--- src/rtl/sad_trigger_qualifier_pkg.sv ---
// Shared definitions for the SAD trigger qualifier: default widths and FSM state encodings.
package sad_trigger_qualifier_pkg;

  localparam int COUNT_BITS_DEFAULT = 8;
  localparam int TIMER_BITS_DEFAULT = 16;
  localparam int MISSED_BITS        = 8;

  localparam logic [1:0] ST_IDLE    = 2'd0;
  localparam logic [1:0] ST_WAIT    = 2'd1;
  localparam logic [1:0] ST_PULSE   = 2'd2;
  localparam logic [1:0] ST_HOLDOFF = 2'd3;

  // PULSE and HOLDOFF form the busy sequence in which matches are ignored.
  function automatic logic is_seq_state(input logic [1:0] s);
    return (s == ST_PULSE) || (s == ST_HOLDOFF);
  endfunction

endpackage

--- src/rtl/trig_dncount.sv ---
// Loadable down-counter that stops at zero; zero flag is high whenever the count is zero.
module trig_dncount #(
  parameter int pWIDTH = 16
) (
  input  logic              clk,
  input  logic              reset,
  input  logic              load,
  input  logic [pWIDTH-1:0] load_value,
  output logic              zero
);

  localparam logic [pWIDTH-1:0] ONE = {{(pWIDTH-1){1'b0}}, 1'b1};

  logic [pWIDTH-1:0] count;

  always_ff @(posedge clk or posedge reset) begin
    if (reset)                count <= '0;
    else if (load)            count <= load_value;
    else if (count != '0)     count <= count - ONE;
  end

  assign zero = (count == '0);

endmodule

--- src/rtl/sad_trigger_qualifier.sv ---
// Qualifies raw SAD matches: N rising edges (within an optional window) produce one
// registered trigger pulse, followed by an optional holdoff during which matches are counted as missed.
module sad_trigger_qualifier
  import sad_trigger_qualifier_pkg::*;
#(
  parameter int pCOUNT_BITS = COUNT_BITS_DEFAULT,
  parameter int pTIMER_BITS = TIMER_BITS_DEFAULT
) (
  input  logic                   clk_adc,
  input  logic                   reset,
  input  logic                   armed_and_ready,
  input  logic                   sad_trigger,
  input  logic                   cfg_enable,
  input  logic [pCOUNT_BITS-1:0] cfg_match_count,
  input  logic [pTIMER_BITS-1:0] cfg_window,
  input  logic [pTIMER_BITS-1:0] cfg_pulse_width,
  input  logic [pTIMER_BITS-1:0] cfg_holdoff,
  output logic                   trigger,
  output logic [pCOUNT_BITS-1:0] match_count,
  output logic [MISSED_BITS-1:0] missed_count,
  output logic                   busy,
  output logic [1:0]             dbg_state
);

  localparam logic [pCOUNT_BITS-1:0] C_ONE = {{(pCOUNT_BITS-1){1'b0}}, 1'b1};
  localparam logic [pTIMER_BITS-1:0] T_ONE = {{(pTIMER_BITS-1){1'b0}}, 1'b1};
  localparam logic [MISSED_BITS-1:0] M_ONE = {{(MISSED_BITS-1){1'b0}}, 1'b1};

  logic [1:0]             state, state_nx;
  logic                   trigger_nx, busy_nx;
  logic [pCOUNT_BITS-1:0] mc_nx;
  logic [MISSED_BITS-1:0] missed_nx;
  logic                   sad_q, armed_q;
  logic                   win_armed, win_armed_nx;
  logic                   pulse_load, hold_load, win_load;
  logic                   pulse_zero, hold_zero, win_zero;
  logic [pTIMER_BITS-1:0] pulse_val, hold_val, win_val;
  logic [pCOUNT_BITS-1:0] n_eff;
  logic [pCOUNT_BITS:0]   mc_inc;
  logic                   match, reached, win_expire;
  logic [1:0]             after_seq;

  assign match      = sad_trigger & ~sad_q;
  assign n_eff      = (cfg_match_count == '0) ? C_ONE : cfg_match_count;
  assign mc_inc     = {1'b0, match_count} + {{pCOUNT_BITS{1'b0}}, 1'b1};
  assign reached    = (mc_inc >= {1'b0, n_eff});
  assign pulse_val  = (cfg_pulse_width == '0) ? '0 : cfg_pulse_width - T_ONE;
  assign hold_val   = cfg_holdoff - T_ONE;
  assign win_val    = cfg_window - T_ONE;
  // Window timer is only meaningful once a match has loaded it with a nonzero window.
  assign win_expire = win_armed && win_zero && (match_count != '0);
  assign after_seq  = armed_and_ready ? ST_WAIT : ST_IDLE;

  always_comb begin
    state_nx     = state;
    trigger_nx   = trigger;
    busy_nx      = busy;
    mc_nx        = match_count;
    win_armed_nx = win_armed;
    pulse_load   = 1'b0;
    hold_load    = 1'b0;
    win_load     = 1'b0;

    missed_nx = missed_count;
    if (armed_and_ready && !armed_q)
      missed_nx = '0;
    else if (match && is_seq_state(state) && (missed_count != '1))
      missed_nx = missed_count + M_ONE;

    if (!cfg_enable) begin
      state_nx     = ST_IDLE;
      trigger_nx   = 1'b0;
      busy_nx      = 1'b0;
      mc_nx        = '0;
      win_armed_nx = 1'b0;
    end else begin
      case (state)
        ST_IDLE: begin
          if (armed_and_ready) begin
            state_nx     = ST_WAIT;
            mc_nx        = '0;
            win_armed_nx = 1'b0;
          end
        end
        ST_WAIT: begin
          if (!armed_and_ready) begin
            state_nx     = ST_IDLE;
            mc_nx        = '0;
            win_armed_nx = 1'b0;
          end else if (match) begin
            if (reached) begin
              state_nx     = ST_PULSE;
              mc_nx        = '0;
              trigger_nx   = 1'b1;
              busy_nx      = 1'b1;
              pulse_load   = 1'b1;
              win_armed_nx = 1'b0;
            end else begin
              mc_nx        = mc_inc[pCOUNT_BITS-1:0];
              win_load     = (cfg_window != '0);
              win_armed_nx = (cfg_window != '0);
            end
          end else if (win_expire) begin
            mc_nx        = '0;
            win_armed_nx = 1'b0;
          end
        end
        ST_PULSE: begin
          if (pulse_zero) begin
            trigger_nx = 1'b0;
            if (cfg_holdoff != '0) begin
              state_nx  = ST_HOLDOFF;
              hold_load = 1'b1;
            end else begin
              state_nx = after_seq;
              busy_nx  = 1'b0;
            end
          end
        end
        ST_HOLDOFF: begin
          if (hold_zero) begin
            state_nx = after_seq;
            busy_nx  = 1'b0;
          end
        end
        default: begin
          state_nx   = ST_IDLE;
          trigger_nx = 1'b0;
          busy_nx    = 1'b0;
          mc_nx      = '0;
        end
      endcase
    end
  end

  always_ff @(posedge clk_adc or posedge reset) begin
    if (reset) begin
      state        <= ST_IDLE;
      trigger      <= 1'b0;
      busy         <= 1'b0;
      match_count  <= '0;
      missed_count <= '0;
      sad_q        <= 1'b0;
      armed_q      <= 1'b0;
      win_armed    <= 1'b0;
    end else begin
      state        <= state_nx;
      trigger      <= trigger_nx;
      busy         <= busy_nx;
      match_count  <= mc_nx;
      missed_count <= missed_nx;
      sad_q        <= sad_trigger;
      armed_q      <= armed_and_ready;
      win_armed    <= win_armed_nx;
    end
  end

  assign dbg_state = state;

  trig_dncount #(.pWIDTH(pTIMER_BITS)) u_pulse_timer (
    .clk(clk_adc), .reset(reset), .load(pulse_load), .load_value(pulse_val), .zero(pulse_zero)
  );

  trig_dncount #(.pWIDTH(pTIMER_BITS)) u_holdoff_timer (
    .clk(clk_adc), .reset(reset), .load(hold_load), .load_value(hold_val), .zero(hold_zero)
  );

  trig_dncount #(.pWIDTH(pTIMER_BITS)) u_window_timer (
    .clk(clk_adc), .reset(reset), .load(win_load), .load_value(win_val), .zero(win_zero)
  );

endmodule
--- config.mk ---
export PLATFORM = sky130hd
export DESIGN_NAME = sad_trigger_qualifier
export DESIGN_NICKNAME = d
export VERILOG_FILES = /design/src/rtl/sad_trigger_qualifier_pkg.sv /design/src/rtl/trig_dncount.sv /design/src/rtl/sad_trigger_qualifier.sv
export SDC_FILE = /design/constraint.sdc
export NUM_CORES = 1
export LEC_CHECK = 0
export CAP_MARGIN = 15
export CORE_ASPECT_RATIO = 1.4
export CORE_MARGIN = 10
export CORE_UTILIZATION = 40
export DETAILED_ROUTE_END_ITERATION = 8
export GPL_TIMING_DRIVEN = 0
export PLACE_DENSITY = 0.75
export SLEW_MARGIN = 25
export SYNTH_ARGS = -nofsm -noshare
export SYNTH_HDL_FRONTEND = slang
export SYNTH_SLANG_ARGS = --single-unit
--- constraint.sdc ---
create_clock -name clk_adc -period 3.91 [get_ports clk_adc]
set_input_delay 0.5865 -clock clk_adc [delete_from_list [all_inputs] [get_ports clk_adc]]
set_output_delay 0.5865 -clock clk_adc [all_outputs]
set_load 0.02 [all_outputs]
==> key figures, run 1 <==
Worst hold path
  • Hold WC Path Type: flip-flop to flip-flop
  • WHS Endpoint: win_armed$_DFFE_PP0P_
  • Hold_sp: win_armed$_DFFE_PP0P_
  • Hold path depth: 2

Setup path
  • Reg2Reg Setup Slack: 0.15 ns
  • R2r endpoint: u_window_timer.count[14]$_DFFE_PP0P_
  • Worst Setup Start Kind: primary input
  • Worst EP arrival: 3.97 ns
  • CP Max Fanout: 4
  • R2r worst-path depth: 17
  • Worst setup EP type: flip-flop
  • Crit path kind: primary input to flip-flop
  • Worst EP required: 4.09 ns
  • Reg2Reg Launch Point: match_count[1]$_DFFE_PP0P_

Global routing
  • Largest net degree at the start of global routing: 56
  • Overflow after GRT: 0
  • Vias in the first global route: 4822
  • Wire length of the first global-routing pass: 22700 um
  • Total GRT Usage: 15.9%
  • Initial antenna violation count: 0

Routing
  • Via Count: 4652
  • Mean number of vias per cell: 5.71
  • 1st-iter DRT viols: 336
  • DRT Pass-1 Iters: 6
  • Detailed Route WL: 14000 um
  • Routed length per instance: 17.2 um
  • DRC: 0
  • Post-route ant nets: 0

Die
  • Die X: 114 um
  • Die Y: 151 um
  • Rows: 47
  • Initial Utilization: 41.3%
  • Core ar.: 11900 um^2
  • I/O Pins: 81
  • Die area: 17200 um^2

CTS
  • Clock buffer depth: 2
  • Htree depth: 3
  • Num CTS Buffers: 9
  • Worst-Skew Late Latency: 0.33 ns
  • CTS tree: yes
  • Clock root cell: clkbuf_16
  • CTS clk-pin slew, worst paths: 0.06 ns
  • CTS Hold Bufs: 0
  • CTS Sinks: 71

Flow run
  • Max-Cap Viols: 0

Synthesis
  • Share of the synthesized area in the top cell type: 36.1%
  • EDFF count, synth: 0
  • Synth warn: 0
  • Synth area leader: dfrtp_1
  • Most frequent cells after synthesis: dfrtp_1 (71), nor2_1 (42), xnor2_1 (41), xor2_1 (38)
  • Avg Cell Area, Syn: 8.87 um^2
  • Ys async rst share: 100%
  • Sequential-to-total area share from yosys stat: 36.1%
  • Top FF cell, synth: dfrtp_1
  • Most frequent cell after synthesis: dfrtp_1
  • Synth area leaders: dfrtp_1 (36%), xnor2_1 (7.3%), xor2_1 (6.8%), ha_1 (3.8%), nor3_1 (3.6%)
  • Post-synthesis cell area: 4920 um^2
  • Mapped Cells: 555
  • Unique masters post-synth: 65
  • Syn_nets: 631
  • FF+latch count, synth: 71

Layout
  • Diode count: 0
  • Area delta synth->final: 34.5%
  • Ratio of cells with drive above 1 in the final layout: 15.7%
  • Nets: 738
  • Cell area after layout: 6630 um^2

Timing
  • Fmax: 0.264 GHz
  • Slew Viols, Final: 0
  • Final worst-path cycle share: 97.0%
  • Endpoints failing hold: 0
  • Setup violations, final: 0
  • Max Clock Skew: 0.00732 ns
  • Post-layout min period: 3.79 ns
  • Hold_ws: 0.497 ns
  • Tightest Pin Transition: 0.907 ns
  • Slew HR: 39.0%

Run status
  • Status: finished, final reports clean

Placed design
  • Gpl congestion: 0.870
  • # port buffers: 79
  • Post-DP HPWL: 10200 um
  • Dpl cell area: 5940 um^2

Power
  • Worst ir drop on vdd: 0.000207 V
  • Static Leakage: 2.62 nW
  • Power per Cell Area: 379 nW/um^2
==> layout make-up <==
class | instances | area, um^2
fillers | 1060 | 5310
multi-input cells | 444 | 3240
flip-flops and latches | 71 | 1780
repair buffers | 100 | 967
clock buffers | 12 | 246
well taps | 147 | 184
inverters | 22 | 85.1
plain buffers | 14 | 71.3
clock inverters | 4 | 45.0
==> through the flow <==
step                      std cells  setup WS, ns  setup TNS [ns]  power (mW)  utilization [%]
after floorplan                 555       -0.0888         -0.0888        1.42                -
after global placement          781        -0.926           -6.61        1.63             49.5
after detailed placement        782         -1.04           -7.84        1.66             49.8
after CTS                       806        0.0272               0        2.50             54.1
after global routing            814       -0.0165         -0.0177        2.65             55.5
final                           814         0.116               0        2.51             55.5
==> layout by cell type (no fill, tap or decap), drive strengths merged, types with 12 or more instances in the layout <==
cell type       n
nor3           35
inv            22
nand2          35
o22ai          14
dfrtp          71
nor4           14
xor2           38
clkbuf         20
nand3          25
and3           12
buf            27
nor2           43
xnor2          41
clkdlybuf4s50  75
o21ai          38
a21oi          20
ha             15
==> metal layers <==
metal	share of wire, %	global-route usage, %
met2	54	30.0
met1	40	16.8
met5	0	0
met3	4.5	3.33
met4	1.7	5.65
==> worst max path at each step <==
stage | from | end | slack, ns | cells after the start
2_1_floorplan | match_count[2]$_DFFE_PP0P_ | u_window_timer.count[14]$_DFFE_PP0P_ | -0.09 | 20
3_3_place_gp | cfg_holdoff[2] | u_holdoff_timer.count[14]$_DFFE_PP0P_ | -0.93 | 13
3_5_place_dp | cfg_holdoff[2] | u_holdoff_timer.count[14]$_DFFE_PP0P_ | -1.04 | 13
4_1_cts | cfg_holdoff[2] | u_holdoff_timer.count[14]$_DFFE_PP0P_ | 0.03 | 12
5_1_grt | cfg_holdoff[6] | u_holdoff_timer.count[14]$_DFFE_PP0P_ | -0.02 | 12
6_report | cfg_holdoff[6] | u_holdoff_timer.count[14]$_DFFE_PP0P_ | 0.12 | 12
==> worst max-delay path, cell delays in order <==
cell and delay, ns:
clkdlybuf4s50_1 0.48, or4_4 0.59, nor4_4 0.32, a31o_2 0.27, or2_4 0.16, mux2i_1 0.21, ha_2 0.22, nor3b_4 0.24
nand3_2 0.14, or3b_4 0.46, a211oi_2 0.24, a21oi_1 0.06
==> kinds of logic (layout without fill, tap and decap cells) <==
kind of cell	after synthesis	in the layout	share of synthesized area (%)
multiplexers	6	6	1.22
AO/OA/AOI/OAI	118	118	16.3
XOR/XNOR	79	79	14.0
adder cells (fa/ha/maj)	15	15	3.81
AND/OR/NAND/NOR	226	226	24.7
flip-flops	71	71	36.1
buffers and inverters	40	152	3.84
==> flip-flops by register name, summed over array words and instances (netlist names) <==
name	cells
armed_q	1
busy	1
dbg_state	2
match_count	8
missed_count	8
sad_q	1
trigger	1
u_holdoff_timer.count	16
u_pulse_timer.count	16
u_window_timer.count	16
win_armed	1
==> where the power goes <==
part / internal [mW] / leakage [nW] / switching (mW)
clock: 0.508 / 0.146 / 0.301
combinational: 0.343 / 1.62 / 0.327
sequential: 0.873 / 0.851 / 0.156
total: 1.72 / 2.62 / 0.784
==> repair_timing <==
item,CTS,global route
gates resized for setup,34,23
hold endpoints to repair,0,0
setup buffers,11,9
setup endpoints to repair,12,6
pin swaps,16,14
(Power assumes the default switching activity.)
==> run 2: changes to the inputs <==
CORE_UTILIZATION = 49   (was 40)
PLACE_DENSITY = 0.87   (was 0.75)
==> key figures, run 2 (same netlist as run 1, synthesis figures left out) <==
Run status
  • Status: finished, final reports clean

Setup path
  • Crit path kind: flip-flop to flip-flop
  • R2r endpoint: u_window_timer.count[12]$_DFFE_PP0P_
  • Worst EP required: 4.16 ns
  • Reg2Reg Setup Slack: 0.04 ns
  • CP Max Fanout: 8
  • R2r worst-path depth: 18
  • Worst Setup Start Kind: flip-flop
  • Reg2Reg Launch Point: match_count[1]$_DFFE_PP0P_
  • Worst EP arrival: 4.12 ns
  • Worst setup EP type: flip-flop

Timing
  • Setup violations, final: 0
  • Slew Viols, Final: 0
  • Setup TNS: 0 ns
  • Max Clock Skew: 0.00949 ns
  • Endpoints failing hold: 0
  • Fmax: 0.258 GHz
  • RSZ-0062 raised after global routing: true
  • Final worst-path cycle share: 98.9%
  • Tightest Pin Transition: 1.18 ns
  • Post-layout min period: 3.87 ns
  • Slew HR: 20.4%

CTS
  • CTS clk-pin slew, worst paths: 0.06 ns
  • CTS tree: yes
  • CTS Hold Bufs: 0
  • Clock root cell: clkbuf_16
  • Htree depth: 3
  • Worst-Skew Late Latency: 0.34 ns
  • Num CTS Buffers: 9
  • Clock buffer depth: 2
  • CTS Sinks: 71

Power
  • Net Sw Frac: 30.7%
  • Cell-internal power: 1.82 mW
  • Clk pwr share: 34.1%
  • Static Leakage: 2.63 nW
  • Comb pwr share: 26.3%
  • P_sw: 0.806 mW
  • Reg power frac: 39.6%
  • Worst ir drop on vdd: 0.000322 V
  • Total power: 2.63 mW
  • Power per Cell Area: 398 nW/um^2

Global routing
  • Grt peak-use layer: met2
  • Largest net degree at the start of global routing: 40
  • Met2 Use GR: 33.1%
  • Wire length of the first global-routing pass: 21600 um
  • Grt met3 use: 4.33%
  • Initial antenna violation count: 0
  • Overflow after GRT: 0
  • Vias in the first global route: 4734
  • Total GRT Usage: 17.8%
  • Met1 global-route usage: 18.2%

Layout
  • Nets: 744
  • Diode count: 0
  • Util after Layout: 67.0%
  • Ratio of cells with drive above 1 in the final layout: 15.3%
  • Commonest non-fill, non-tap cell in the layout: clkdlybuf4s50_1
  • Most frequent cells in the layout: clkdlybuf4s50_1 (75), dfrtp_1 (67), nor2_1 (42), xnor2_1 (40), xor2_1 (36)
  • Fin cells: 808
  • Biggest regs: u_holdoff_timer.count: 16 flops, u_pulse_timer.count: 16 flops, u_window_timer.count: 16 flops
  • Area delta synth->final: 34.0%
  • Cell area after layout: 6600 um^2

Worst hold path
  • Hold_sp: win_armed$_DFFE_PP0P_
  • WHS Endpoint: win_armed$_DFFE_PP0P_
  • Hold path depth: 2
  • Hold WC Path Type: flip-flop to flip-flop

Routing
  • Detailed Route WL: 13700 um
  • DRT Pass-1 Iters: 5
  • DRC: 0
  • 1st-iter DRT viols: 269
  • Mean number of vias per cell: 5.87
  • Post-route ant nets: 0
  • Via Count: 4743
  • Routed length per instance: 17.0 um

Placed design
  • Cell count after placement: 770
  • Gpl congestion: 0.881
  • # port buffers: 79
  • Post-DP HPWL: 9970 um
  • Dpl cell area: 5920 um^2

Die
  • Rows: 43
  • Die area: 14500 um^2
  • Die Y: 139 um
  • Die X: 105 um
  • I/O Pins: 81
  • Initial Utilization: 50.0%
  • Core ar.: 9850 um^2

Flow run
  • Max-Cap Viols: 0
## run 2: power groups by stage
stage,registers [mW],logic (mW),clock network (mW)
after global routing,1.05,0.767,0.938
after floorplan,1.02,0.401,0
after global placement,1.02,0.601,0
final,1.04,0.690,0.897
after detailed placement,1.04,0.633,0
after CTS,1.03,0.661,0.905
## run 2: how the worst max path moves through the flow
| stage | start | to | slack [ns] | cells after the start |
|---|---|---|---|---|
| final | match_count[1]$_DFFE_PP0P_ | u_window_timer.count[12]$_DFFE_PP0P_ | 0.04 | 18 |
| after global routing | match_count[1]$_DFFE_PP0P_ | u_window_timer.count[14]$_DFFE_PP0P_ | -0.1 | 18 |
| after CTS | match_count[0]$_DFFE_PP0P_ | u_window_timer.count[12]$_DFFE_PP0P_ | 0.001 | 19 |
| after detailed placement | cfg_holdoff[2] | u_holdoff_timer.count[14]$_DFFE_PP0P_ | -1.01 | 13 |
| after global placement | cfg_holdoff[2] | u_holdoff_timer.count[14]$_DFFE_PP0P_ | -0.91 | 13 |
| after floorplan | match_count[2]$_DFFE_PP0P_ | u_window_timer.count[14]$_DFFE_PP0P_ | -0.09 | 20 |
## run 2: critical path, cell delays in order (launching register included)
cell and delay (ns):
dfrtp_2 0.42, ha_4 0.18, and3_4 0.20, xor2_2 0.16, ha_1 0.33, a211o_1 0.29, a21oi_2 0.15, o221a_2 0.24
nand2_2 0.06, or2_1 0.22, buf_6 0.14, mux2i_2 0.17, ha_2 0.21, buf_6 0.10, and3_4 0.18, nand2_2 0.05
or3_1 0.36, xor2_1 0.15, o21ai_1 0.17
## run 2: final cells by class
cell class	count	area, um^2
clock buffers	13	260
multi-input cells	444	3160
inverters	22	85.1
fillers	746	3250
well taps	135	169
plain buffers	15	82.6
clock inverters	3	65.1
flip-flops and latches	71	1780
repair buffers	105	1000
## run 2: routing by layer
layer,up-vias,routed length [um]
met2,176,7430
met3,39,648
met1,2270,5220
li1,2258,-
met4,0,403
met5,-,0
## run 2: through the flow
| step | hold slack [ns] | setup slack, ns |
|---|---|---|
| 4_1_cts | 0.487 | 0.00101 |
| 3_3_place_gp | 0.473 | -0.908 |
| 5_1_grt | 0.526 | -0.0965 |
| 2_1_floorplan | 0.445 | -0.0888 |
| 3_5_place_dp | 0.476 | -1.01 |
| 6_report | 0.486 | 0.0414 |
## run 2: repair_timing
item,4_1_cts,5_1_grt
setup buffers,11,14
gates resized for setup,28,17
endpoints found under the setup margin,12,9
pin swaps,9,15
endpoints found under the hold margin,0,0
==> run 3: changes to the inputs <==
CORE_UTILIZATION = 54   (was 49)
PLACE_DENSITY = 0.91   (was 0.87)
SKIP_LAST_GASP = 1   (was not set)
clock period = 3.8 ns   (was 3.91 ns; I/O delays follow)
==> key figures, run 3 (same netlist as run 1, synthesis figures left out) <==
Run status
  • Status: finished, final reports clean

Routing
  • DRC: 0
  • Mean number of vias per cell: 6.18
  • DRT Pass-1 Iters: 5
  • Routed length per instance: 18.2 um
  • Via Count: 4781
  • Post-route ant nets: 0
  • Detailed Route WL: 14100 um
  • 1st-iter DRT viols: 343

CTS
  • Clock root cell: clkbuf_16
  • Worst-Skew Late Latency: 0.34 ns
  • CTS Sinks: 71
  • CTS tree: yes
  • Htree depth: 3
  • Clock buffer depth: 2
  • Num CTS Buffers: 9
  • CTS Hold Bufs: 0
  • CTS clk-pin slew, worst paths: 0.06 ns

Power
  • Static Leakage: 2.63 nW
  • Worst ir drop on vdd: 0.000282 V
  • Power per Cell Area: 388 nW/um^2

Setup path
  • Worst EP required: 4.07 ns
  • R2r worst-path depth: 18
  • Worst setup EP type: flip-flop
  • Reg2Reg Setup Slack: 0.07 ns
  • Worst Setup Start Kind: flip-flop
  • Worst EP arrival: 4.00 ns
  • Crit path kind: flip-flop to flip-flop
  • Reg2Reg Launch Point: match_count[0]$_DFFE_PP0P_
  • R2r endpoint: u_window_timer.count[14]$_DFFE_PP0P_
  • CP Max Fanout: 4

Timing
  • Setup violations, final: 0
  • Fmax: 0.268 GHz
  • Slew HR: 37.8%
  • Post-layout min period: 3.73 ns
  • Endpoints failing hold: 0
  • Final worst-path cycle share: 98.2%
  • Tightest Pin Transition: 0.925 ns
  • Max Clock Skew: 0.00967 ns
  • Setup ws final: 0.0693 ns
  • Slew Viols, Final: 0

Worst hold path
  • WHS Endpoint: win_armed$_DFFE_PP0P_
  • Hold path depth: 2
  • Hold WC Path Type: flip-flop to flip-flop
  • Hold_sp: win_armed$_DFFE_PP0P_

Placed design
  • Place WS: -0.944 ns
  • Gpl congestion: 0.888
  • Post-DP HPWL: 9990 um
  • # port buffers: 79

Layout
  • Ratio of cells with drive above 1 in the final layout: 15.1%
  • Biggest regs: u_holdoff_timer.count: 16 flops, u_pulse_timer.count: 16 flops, u_window_timer.count: 16 flops
  • Area delta synth->final: 32.6%
  • Util after Layout: 72.8%
  • Fill cells: 634
  • Commonest non-fill, non-tap cell in the layout: clkdlybuf4s50_1
  • Diode count: 0
  • Nets: 739
  • Most frequent cells in the layout: clkdlybuf4s50_1 (72), dfrtp_1 (68), nor2_1 (41), xnor2_1 (40), xor2_1 (35)

Die
  • Die X: 101 um
  • Die Y: 133 um
  • Core ar.: 8980 um^2
  • Die area: 13400 um^2
  • Rows: 41
  • Initial Utilization: 54.9%
  • I/O Pins: 81

Global routing
  • Total GRT Usage: 20.4%
  • Initial antenna violation count: 0
  • Wire length of the first global-routing pass: 22700 um
  • Vias in the first global route: 4911
  • Largest net degree at the start of global routing: 40
  • Overflow after GRT: 0

Flow run
  • Max-Cap Viols: 0
run 3: what timing repair did:
item / CTS / global route
pin swaps: 10 / 23
setup endpoints to repair: 11 / 9
resized for setup: 20 / 31
buffers inserted: 11 / 10
run 3: worst max path at each step:
| stage | start | endpoint | cells after the start |
|---|---|---|---|
| floorplan | match_count[0]$_DFFE_PP0P_ | u_window_timer.count[14]$_DFFE_PP0P_ | 19 |
| global placement | cfg_match_count[4] | u_window_timer.count[14]$_DFFE_PP0P_ | 19 |
| detailed placement | cfg_holdoff[2] | u_holdoff_timer.count[14]$_DFFE_PP0P_ | 13 |
| CTS | match_count[1]$_DFFE_PP0P_ | u_window_timer.count[14]$_DFFE_PP0P_ | 19 |
| global route | match_count[1]$_DFFE_PP0P_ | u_window_timer.count[14]$_DFFE_PP0P_ | 18 |
| finish | match_count[0]$_DFFE_PP0P_ | u_window_timer.count[14]$_DFFE_PP0P_ | 18 |
run 3: area by class of cell:
type                    instances  area, um^2  share of cell area (%)
inverters                      22        85.1                    1.30
multi-input cells             444        3240                    49.5
well taps                     107         134                    2.05
flip-flops and latches         71        1780                    27.3
clock inverters                 1        5.00                  0.0766
clock buffers                  14         254                    3.89
plain buffers                  15        78.8                    1.21
repair buffers                100         960                    14.7
run 3: layer usage:
metal,share of wire [%],wire (um),track usage (%),up-vias
met5,0,0,0,-
met4,1.9,263,7.48,0
met3,7.2,1010,5.42,26
met2,53,7510,35.4,195
met1,38,5310,22.8,2324
li1,-,-,-,2236
run 3: critical path, cell delays in order, from the launching register on:
cell and delay [ns]:
dfrtp_2 0.41, ha_4 0.16, and3_4 0.24, nand3_4 0.11, xnor2_4 0.18, ha_4 0.18, a211o_1 0.24, a21oi_2 0.14
o221a_2 0.24, nand2_2 0.06, or2_4 0.26, mux2i_1 0.17, ha_2 0.23, nor2b_4 0.16, nand2_2 0.09, or3_4 0.43
nor3_2 0.13, a21oi_1 0.08, a21oi_2 0.14
run 3: metrics by stage:
step	TNS, ns	hold WS [ns]	instance area (um^2)	instances	total power [mW]
finish	0	0.483	6530	774	2.53
global route	-0.0581	0.518	6530	774	2.66
CTS	0	0.477	6320	766	2.51
detailed placement	-7.56	0.463	5930	742	1.72
global placement	-6.65	0.471	5900	741	1.67
floorplan	-0.0796	0.445	4980	555	1.47
run 3: power breakdown:
group	internal [mW]	leakage [nW]	switching [mW]
sequential	0.899	0.855	0.167
combinational	0.354	1.65	0.344
clock	0.456	0.127	0.315
